$ cat src/rtl/integrator_sat_if.sv
// Sample/accumulator bundle for the integrator: control and sample in, result and flags out.
interface integrator_sat_if #(
    parameter int unsigned IN_W  = 10,
    parameter int unsigned ACC_W = 16
);
    logic                    clear;
    logic                    in_valid;
    logic signed [IN_W-1:0]  in_data;
    logic signed [ACC_W-1:0] acc_o;
    logic                    out_valid;
    logic                    ovf_o;

    // Sample source side.
    modport master (
        output clear,
        output in_valid,
        output in_data,
        input  acc_o,
        input  out_valid,
        input  ovf_o
    );

    // Integrator side.
    modport slave (
        input  clear,
        input  in_valid,
        input  in_data,
        output acc_o,
        output out_valid,
        output ovf_o
    );
endinterface

$ cat src/rtl/integrator_sat.sv
// Signed integrator with optional leaky decay, saturating or wrapping overflow handling,
// a sticky overflow flag and a synchronous clear. All outputs are registered.
module integrator_sat #(
    parameter int unsigned IN_W       = 10,
    parameter int unsigned ACC_W      = 16,
    parameter int unsigned SATURATE   = 1,
    parameter int unsigned LEAK_SHIFT = 0
) (
    input  logic             system1000,
    input  logic             system1000_rstn,
    integrator_sat_if.slave  bus
);
    // Two guard bits hold any acc - leak + sample without loss.
    localparam int unsigned EXT_W = ACC_W + 2;

    localparam logic signed [ACC_W-1:0] ACC_MAX = {1'b0, {(ACC_W-1){1'b1}}};
    localparam logic signed [ACC_W-1:0] ACC_MIN = {1'b1, {(ACC_W-1){1'b0}}};

    logic signed [ACC_W-1:0] acc_q, acc_d;
    logic                    vld_q, vld_d;
    logic                    ovf_q, ovf_d;

    logic signed [EXT_W-1:0] acc_ext;
    logic signed [EXT_W-1:0] in_ext;
    logic signed [EXT_W-1:0] leak;
    logic signed [EXT_W-1:0] sum;
    logic                    over_hi;
    logic                    over_lo;
    logic signed [ACC_W-1:0] sum_fit;

    // Sign-extend the accumulator and the sample into the guarded width.
    always_comb begin
        acc_ext = {{2{acc_q[ACC_W-1]}}, acc_q};
        in_ext  = {{(EXT_W-IN_W){bus.in_data[IN_W-1]}}, bus.in_data};
    end

    // Leak term: arithmetic shift rounds toward -inf, zero for a pure integrator.
    generate
        if (LEAK_SHIFT == 0) begin : g_no_leak
            always_comb leak = '0;
        end else begin : g_leak
            always_comb leak = acc_ext >>> LEAK_SHIFT;
        end
    endgenerate

    // Candidate sum and out-of-range detection: the bits above the ACC_W sign bit must all
    // agree with the guard sign bit for the result to fit.
    always_comb begin
        sum     = acc_ext - leak + in_ext;
        over_hi = ~sum[EXT_W-1] & (|sum[EXT_W-2:ACC_W-1]);
        over_lo = sum[EXT_W-1] & ~(&sum[EXT_W-2:ACC_W-1]);
        if (SATURATE != 0) begin
            if (over_hi) begin
                sum_fit = ACC_MAX;
            end else if (over_lo) begin
                sum_fit = ACC_MIN;
            end else begin
                sum_fit = sum[ACC_W-1:0];
            end
        end else begin
            sum_fit = sum[ACC_W-1:0];
        end
    end

    // Next-state selection: clear beats an accepted sample, which beats holding.
    always_comb begin
        acc_d = acc_q;
        ovf_d = ovf_q;
        vld_d = 1'b0;
        if (bus.clear) begin
            acc_d = '0;
            ovf_d = 1'b0;
        end else if (bus.in_valid) begin
            acc_d = sum_fit;
            ovf_d = ovf_q | over_hi | over_lo;
            vld_d = 1'b1;
        end
    end

    // State registers; reset discards the accumulation immediately.
    always_ff @(posedge system1000 or negedge system1000_rstn) begin
        if (!system1000_rstn) begin
            acc_q <= '0;
            vld_q <= 1'b0;
            ovf_q <= 1'b0;
        end else begin
            acc_q <= acc_d;
            vld_q <= vld_d;
            ovf_q <= ovf_d;
        end
    end

    // Registered outputs.
    always_comb begin
        bus.acc_o     = acc_q;
        bus.out_valid = vld_q;
        bus.ovf_o     = ovf_q;
    end
endmodule

$ cat src/flat_wrapper.sv
// flat-port wrapper written by rule: the top's interface ports become plain ports
module integrator_sat_flat 
#(
    parameter int unsigned IN_W       = 10,
    parameter int unsigned ACC_W      = 16,
    parameter int unsigned SATURATE   = 1,
    parameter int unsigned LEAK_SHIFT = 0
)
  (system1000, system1000_rstn, bus_clear, bus_in_valid, bus_in_data, bus_acc_o, bus_out_valid, bus_ovf_o);
  integrator_sat_if #(.IN_W(IN_W), .ACC_W(ACC_W)) bus_i ();
  input  logic system1000;
  input  logic system1000_rstn;
  input wire logic [$bits(bus_i.clear)-1:0] bus_clear;
  input wire logic [$bits(bus_i.in_valid)-1:0] bus_in_valid;
  input wire logic [$bits(bus_i.in_data)-1:0] bus_in_data;
  output wire logic [$bits(bus_i.acc_o)-1:0] bus_acc_o;
  output wire logic [$bits(bus_i.out_valid)-1:0] bus_out_valid;
  output wire logic [$bits(bus_i.ovf_o)-1:0] bus_ovf_o;
  assign bus_i.clear = bus_clear;
  assign bus_i.in_valid = bus_in_valid;
  assign bus_i.in_data = bus_in_data;
  assign bus_acc_o = bus_i.acc_o;
  assign bus_out_valid = bus_i.out_valid;
  assign bus_ovf_o = bus_i.ovf_o;
  integrator_sat #(.IN_W(IN_W), .ACC_W(ACC_W), .SATURATE(SATURATE), .LEAK_SHIFT(LEAK_SHIFT)) u_core (.system1000(system1000), .system1000_rstn(system1000_rstn), .bus(bus_i));
endmodule
$ cat config.mk
export PLATFORM = sky130hd
export DESIGN_NAME = integrator_sat_flat
export DESIGN_NICKNAME = d
export VERILOG_FILES = /design/src/rtl/integrator_sat_if.sv /design/src/rtl/integrator_sat.sv /design/src/flat_wrapper.sv
export SDC_FILE = /design/constraint.sdc
export NUM_CORES = 1
export LEC_CHECK = 0
export CORE_MARGIN = 3
export CORE_UTILIZATION = 35
export DETAILED_ROUTE_END_ITERATION = 6
export DONT_BUFFER_PORTS = 1
export PLACE_DENSITY = 0.46
export SLEW_MARGIN = 25
export SYNTH_ARGS = -nofsm -noshare
export SYNTH_HDL_FRONTEND = slang
export SYNTH_SLANG_ARGS = --single-unit
export TNS_END_PERCENT = 1
$ cat constraint.sdc
create_clock -name system1000 -period 3 [get_ports system1000]
set_input_delay 0.45 -clock system1000 [delete_from_list [all_inputs] [get_ports system1000]]
set_output_delay 0.45 -clock system1000 [all_outputs]
set_load 0.01 [all_outputs]
Word-level counts from Yosys, hierarchy flattened. Cells that the tools add are included.

Bits in registers: 18. Output and inout port bits: 18. Input bits: 14. Word-level logic and storage cells: 21.

Mux-type cells: 8. Bitwise logic cells: 6. Add/subtract/negate cells: 1. Reduce and logical (&&, ||, !) cells: 3.

Operators by type and width (number): $mux W16 (4); $add A16 B10 Y17 (1); $mux W1 (4); $and A1 B1 Y1 (2); $not A1 Y1 (2); $or A1 B1 Y1 (2); $reduce_and A2 Y1 (1); $reduce_bool A2 Y1 (1); $reduce_or A2 Y1 (1).

Logic depth before layout (Yosys ltp). Gate-level depths: netlist (run 1).

Word-level depth: 8. Depth in mapped cells: 12.

Worst setup path before layout (run 1). Ideal clock, no wire load.

Path type: input-to-reg. Start point: input bus_in_data[6]. End point: register u_core.acc_q[1], in the netlist u_core.bus.acc_o[1]. Arrival time: 2462 ps. Cell stages on the path: 10. Path slack: 417 ps. Data required time: 2878 ps. Path through: ha_1 > a2111o_1 > a21oi_2 > nor2_1 > a221oi_4 > or3_1 > buf_4 > buf_6 > o211ai_1 > a32o_1.

Word-level cells in the longest chain between the ends: 8. Elaborated cells between the ends (all ways): 11. Classes of those cells: add/sub: 1; mux: 4; bitwise: 4; reduce/logical: 2.

RTL lines: start: declaration (RTL line flat_wrapper.sv:15) `input wire logic [$bits(bus_i.in_data)-1:0] bus_in_data;`; $add A16 B10 Y17 * (RTL line integrator_sat.sv:49) `sum = acc_ext - leak + in_ext;`; $reduce_and A2 Y1 (RTL line integrator_sat.sv:51) `over_lo = sum[EXT_W-1] & ~(&sum[EXT_W-2:ACC_W-1]);`; $not A1 Y1 (RTL line integrator_sat.sv:51); $and A1 B1 Y1 (RTL line integrator_sat.sv:51); $mux W16 (RTL line integrator_sat.sv:55) `end else if (over_lo) begin`; $mux W16 * (RTL line integrator_sat.sv:53) `if (over_hi) begin`; $mux W16 * (RTL line integrator_sat.sv:73) `end else if (bus.in_valid) begin`; $mux W16 * (RTL line integrator_sat.sv:70) `if (bus.clear) begin`; end signal: assignment (RTL line integrator_sat.sv:83) `acc_q <= '0;`; end signal: assignment (RTL line integrator_sat.sv:87) `acc_q <= acc_d;`; end: declaration (RTL line integrator_sat.sv:19) `logic signed [ACC_W-1:0] acc_q, acc_d;`.

Every way passes the cells marked *; elsewhere a longest branch is shown, timed or not. The select of a mux whose other input is x is not followed. A chain may end at the register's enable or synchronous reset.

Worst setup path in the final report (run 1).
Start point: register u_core.acc_q[11], in the netlist u_core.bus.acc_o[11]. End point: register u_core.acc_q[8], in the netlist u_core.bus.acc_o[8].

Word-level cells in the longest chain between the ends: 8. Elaborated cells between the ends (all ways): 11. Classes of those cells: add/sub: 1; mux: 4; bitwise: 4; reduce/logical: 2.

RTL lines (RTL line): $add A16 B10 Y17 * (integrator_sat.sv:49); $reduce_and A2 Y1 (integrator_sat.sv:51); $not A1 Y1 (integrator_sat.sv:51); $and A1 B1 Y1 (integrator_sat.sv:51); $mux W16 (integrator_sat.sv:55); $mux W16 * (integrator_sat.sv:53); $mux W16 * (integrator_sat.sv:73); $mux W16 * (integrator_sat.sv:70).

Marks and branches as above.

==> qor.yml, run 1 <==
cp-start-kind: "flip-flop"
detailroute.wirelength.met2_um: 2700
post_synth_mux_area_share_pct: 0.586
final_nets: 286
synthDistinctLibCells: 55
postLayoutCellArea_um2: 2340
min-delay-path-class: "input port to asynchronous set/reset pin"
cp_num_cells: 9
htreeDepth: 1
detailroute.via_count: 1887
synth_cells: 217
synth.net_count: 248
drv_cap: 0
worst_ep_required_time_ps: 3170
place_congestion: 0.817
postSynthRegisterBits: 18
status: "finished clean"
drt-total-wl_um: 5670
drtPass1Iterations: 4
cts_buffers: 3
critical_path.endpoint_type: "flip-flop"
count_of_flip_flops_with_a_built_in_enable_after_synthesis: 0
detail_route.iter0.violations: 138
die_height_um: 80.1
post-route-min-period_ps: 2880
fraction_of_the_mapped_netlist_area_in_compound_gates_pct: 38.7
rsz0062_at_grt: "no"
coreArea_um2: 5200
async_flop_share_pct: 100
number_of_global_route_vias_before_repair: 1928
clock-skew-final_ps: 2.19
power_density_nw_per_um2: 654
routed_wire_length_per_instance_um: 17.5
synth_fa_ha_area_share_pct: 11.5
synthesis.area_per_instance_um2: 8.86
floorplan.initialDensity_pct: 36.9
synthXorXnorAreaFrac_pct: 5.01
r2r-start: "u_core.bus.acc_o[11]$_DFFE_PN0P_"
timing_max_transition_violations_final: 0
cp_top_family: "compound AO/OA/AOI/OAI gates"
port_buffers: 0
antenna_found_initial: 0
floorplan.rows: 26
antenna_cells_inserted: 0
synth-simple-area-share_pct: 15.1
timing.critical_path.slowest_stage_cell: "o21ai_1"
detail_route.drc_violations: 0
slack_of_the_worst_reg_to_reg_path_ps: 120
reg2reg_depth: 9
most_frequent_cells_in_the_layout: "buf_4, nor2_1, dfrtp_1"
met3_wirelength_um: 292
grt_max_degree: 26
cp_num_buf_inv: 2
worst_slew_pin_slew_ps: 630
timing.critical_path.cells: "ha_1, a2111o_1, a21oi_1, o41ai_1, buf_4, o21ai_1, buf_4, o211ai_1, a311oi_2"
clock.fmax_mhz: 347
gr-total-overflow: 0
post-route-period-util_pct: 96.0
worst_slew_margin_rel_pct: 57.8
yosysSeqAreaShare_pct: 23.4
routed.top_layer: "met4"
clock_insertion_delay_worst_skew_ps: 260
crit_path_max_fanout: 8
critPathArrivalTime_ps: 3050
numClockSinks: 18
track_usage_pct: 19.0
grt_pass1_wl_um: 9600
yosysWarningCount: 0
detailed_place.area_um2: 2270
post_synth_instance_area_um2: 1920
cell_with_the_most_instances_on_the_worst_path: "buf_4"
critical_path.reg2reg.endpoint: "u_core.bus.acc_o[8]$_DFFE_PN0P_"
final.setup.tns_ps: 0
ir_worst_vdd_mv: 0.262
num-fill-cells: 523
io-pin-count: 32
routedLengthMet1_um: 2620
worst_setup_hold_path_clk_slew_ps: 80
ys.flop_type: "dfrtp_1"
final_hpwl_from_detailed_placement_um: 4490
die_width_um: 80.1
mostFrequentLayoutCell: "buf_4"
finalSetupViolations: 0
worst-setup-path-type: "flip-flop to flip-flop"
power.leakage_uw: 0.00105
clk_path_buf_depth: 2
finalHoldViolCount: 0
tritoncts: "yes"
drive_above_1_share_pct: 26.8
ctsRootBufferMaster: "clkbuf_8"
die-area_um2: 6420
syn2layout_area_growth_pct: 21.5
critical-path-max-stage-delay_ps: 480
vias_per_cell: 5.82
synth_top_family_by_area: "compound AO/OA/AOI/OAI gates"
route.antenna.remaining_nets: 0
==> timing repair <==
action / in CTS / in global routing
hold buffers: 1 / 0
setup buffers: 0 / 0
endpoints found under the setup margin: 3 / 0
gates resized for setup: 1 / 0
hold endpoints to repair: 18 / 0
==> worst register-to-register path, delay by kind of cell, from the launching register on <==
| family | cells | cell delay [ps] |
|---|---|---|
| buffers and inverters | 2 | 420 |
| AOI/OAI and AO/OA | 6 | 1580 |
| DFF | 1 | 420 |
| adders and majority gates | 1 | 360 |
==> synthesized netlist by cell type (6+ instances only) <==
master     n  share of area, %
nor2_1    24               4.7
dfrtp_1   18                23
ha_1      16                10
o211ai_1  14               5.5
a21oi_1   11               2.9
nand2_1   11               2.1
inv_1      8               1.6
a211o_1    7               3.2
a211oi_1   6               2.3
xnor2_1    6               2.7
==> flip-flops by register name, summed over array words and instances (netlist names) <==
signal / count
u_core.bus.acc_o: 16
u_core.bus.out_valid: 1
u_core.bus.ovf_o: 1
==> metal layers <==
metal | track usage (%) | up-vias
met5 | 0 | -
met4 | 3.21 | 0
met3 | 4.15 | 8
met2 | 32.5 | 55
met1 | 24.7 | 904
li1 | - | 920
==> cells by family after synthesis <==
logic type / count (synthesis)
compound gates: 90
simple gates: 58
buf+inv: 22
flops: 18
mux: 1
xor+xnor: 11
fa+ha+maj: 17
==> stage by stage <==
stage	hold WS [ps]	util, %	instances	total power (uW)	worst slack, ps
floorplan	154	-	217	994	417
global placement	155	43.7	319	1300	9.64
detailed placement	155	43.7	319	1310	-90.1
CTS	228	45.0	324	1550	115
global route	153	44.9	324	1650	8.47
finish	125	44.9	324	1530	120
==> area by class of cell <==
class	instances	area, um^2	share of cell area, %
inverters	9	33.8	1.45
repair buffers	46	343	14.7
multi-input cells	177	1370	58.5
flip-flops and latches	18	450	19.3
clock buffers	4	55.1	2.36
well taps	70	87.6	3.75
==> worst max-delay path by stage <==
stage,to,startpoint
floorplan,u_core.bus.acc_o[1]$_DFFE_PN0P_,bus_in_data[6]
global placement,u_core.bus.acc_o[8]$_DFFE_PN0P_,bus_in_data[9]
detailed placement,u_core.bus.acc_o[8]$_DFFE_PN0P_,bus_in_data[0]
CTS,u_core.bus.acc_o[8]$_DFFE_PN0P_,u_core.bus.acc_o[11]$_DFFE_PN0P_
global route,u_core.bus.acc_o[8]$_DFFE_PN0P_,u_core.bus.acc_o[0]$_DFFE_PN0P_
finish,u_core.bus.acc_o[8]$_DFFE_PN0P_,u_core.bus.acc_o[11]$_DFFE_PN0P_
==> where the power goes <==
group | total (uW) | leakage (uW) | internal, uW | switching (uW)
combinational | 996 | 0.000780 | 458 | 539
sequential | 320 | 0.000237 | 287 | 33.4
clock | 212 | 0.0000288 | 117 | 95.3
total | 1530 | 0.00105 | 862 | 667
No activity file was read; power rests on OpenSTA's default activity.
==> run 2: changes to the inputs <==
- CAP_MARGIN: default -> 5
- PLACE_DENSITY: 0.46 -> 0.45
==> qor.yml, run 2 (synthesis gave the netlist of run 1 again) <==
track_usage_pct: 18.7
die-area_um2: 6420
floorplan.initialDensity_pct: 36.9
final.setup.worst_slack_ps: 166
coreArea_um2: 5200
cp_num_buf_inv: 3
cts_buffers: 3
floorplan.rows: 26
status: "finished clean"
rsz0062_at_grt: "no"
routed.top_layer: "met4"
antenna_found_initial: 0
routedLengthMet1_um: 2760
fin_worst_hold_slack_ps: 232
clk_path_buf_depth: 2
number_of_global_route_vias_before_repair: 1898
numClockSinks: 18
slack_of_the_worst_reg_to_reg_path_ps: 170
timing.critical_path.to: "u_core.bus.acc_o[12]$_DFFE_PN0P_"
worst_ep_required_time_ps: 3160
worst_slew_margin_rel_pct: 37.9
detail_route.drc_violations: 0
cell_with_the_most_instances_on_the_worst_path: "buf_4"
most_frequent_cells_in_the_layout: "buf_4, nor2_1, dfrtp_1"
tritoncts: "yes"
crit_path_max_fanout: 8
power.leakage_uw: 0.00105
critical-path-max-stage-delay_ps: 380
post-route-min-period_ps: 2830
final_nets: 286
power_density_nw_per_um2: 651
num-fill-cells: 513
gr-total-overflow: 0
critical_path.startpoint: "u_core.bus.acc_o[0]$_DFFE_PN0P_"
ctsRootBufferMaster: "clkbuf_8"
ir_worst_vdd_mv: 0.343
critPathArrivalTime_ps: 2990
worst_slew_pin_slew_ps: 928
clock-skew-final_ps: 6.63
antenna_cells_inserted: 0
mostFrequentLayoutCell: "buf_4"
syn2layout_area_growth_pct: 22.3
grt_pass1_wl_um: 9550
port_buffers: 0
r2r-start: "u_core.bus.acc_o[0]$_DFFE_PN0P_"
critical_path.endpoint_type: "flip-flop"
cp_num_cells: 12
place_worst_setup_slack_ps: -136
final_hpwl_from_detailed_placement_um: 4410
drv_cap: 0
cp_top_family: "simple AND/OR/NAND/NOR gates"
route.antenna.remaining_nets: 0
cp-start-kind: "flip-flop"
largest_register_ffs: 16
post-route-period-util_pct: 94.5
routed_wire_length_per_instance_um: 17.5
detailroute.via_count: 1862
worst-setup-path-type: "flip-flop to flip-flop"
grt_max_degree: 26
worst_setup_hold_path_clk_slew_ps: 80
finalSetupViolations: 0
timing.critical_path.cells: "ha_1, inv_1, fa_1, nor2b_1, o2111ai_2, nand3_1, and3_1, buf_4, or3_1, buf_4, a211o_1, a32o_1"
clock.fmax_mhz: 353
min-delay-path-class: "input port to flip-flop"
final.setup.tns_ps: 0
reg2reg_depth: 12
die_height_um: 80.1
met3_wirelength_um: 273
place_congestion: 0.852
timing_max_transition_violations_final: 0
drtPass1Iterations: 4
drive_above_1_share_pct: 26.8
power_uw: 1530
critical_path.reg2reg.endpoint: "u_core.bus.acc_o[12]$_DFFE_PN0P_"
die_width_um: 80.1
clock_insertion_delay_worst_skew_ps: 270
finalHoldViolCount: 0
detail_route.iter0.violations: 74
final_util_pct: 45.2
vias_per_cell: 5.75
postCtsSetupRepairBufs: 0
timing.critical_path.slowest_stage_cell: "dfrtp_1"
io-pin-count: 32
htreeDepth: 1
detailroute.wirelength.met2_um: 2610
drt-total-wl_um: 5670
==> run 2: layout make-up <==
cell class / count / area [um^2] / share of cell area [%]
multi-input combinational: 177 / 1380 / 58.6
tap: 70 / 87.6 / 3.72
clock buffer: 4 / 55.1 / 2.34
sequential: 18 / 450 / 19.1
inverter: 9 / 33.8 / 1.44
timing repair buffer: 46 / 348 / 14.8
==> run 2: report_power, final <==
group          switching, uW  internal (uW)
clock                   97.7            117
sequential              33.7            287
combinational            536            460
==> run 2: worst min path at each step <==
stage / startpoint / end / slack [ps] / depth (start not counted)
2_1_floorplan: system1000_rstn / u_core.bus.acc_o[0]$_DFFE_PN0P_ / 150 / 0
3_3_place_gp: system1000_rstn / u_core.bus.acc_o[0]$_DFFE_PN0P_ / 150 / 0
3_5_place_dp: system1000_rstn / u_core.bus.acc_o[1]$_DFFE_PN0P_ / 160 / 0
4_1_cts: bus_clear / u_core.bus.ovf_o$_DFFE_PN0P_ / 230 / 1
5_1_grt: bus_clear / u_core.bus.acc_o[10]$_DFFE_PN0P_ / 220 / 1
6_report: bus_clear / u_core.bus.ovf_o$_DFFE_PN0P_ / 230 / 1
==> run 2: what timing repair did <==
action	CTS	global route
pin swaps	0	0
endpoints found under the setup margin	6	7
endpoints found under the hold margin	18	0
cloned	0	0
hold buffers	1	0
resized for setup	1	2
==> run 2: metrics by stage <==
stage               instances  instance area (um^2)
floorplan                 217                  1920
global placement          319                  2270
detailed placement        319                  2270
CTS                       324                  2340
global route              324                  2350
finish                    324                  2350
==> run 2: per-layer routing <==
| metal | up-vias | track usage [%] |
|---|---|---|
| met5 | - | 0 |
| met1 | 894 | 25.4 |
| met4 | 0 | 1.86 |
| li1 | 919 | - |
| met3 | 5 | 4.71 |
| met2 | 44 | 31.0 |
==> run 2: worst reg2reg max path: stages (launching register included) <==
cell       delay [ps]
dfrtp_1           380
ha_1              220
inv_1              70
fa_1              190
nor2b_1            70
o2111ai_2         200
nand3_1           160
and3_1            200
buf_4             150
or3_1             380
buf_4             190
a211o_1           260
a32o_1            240
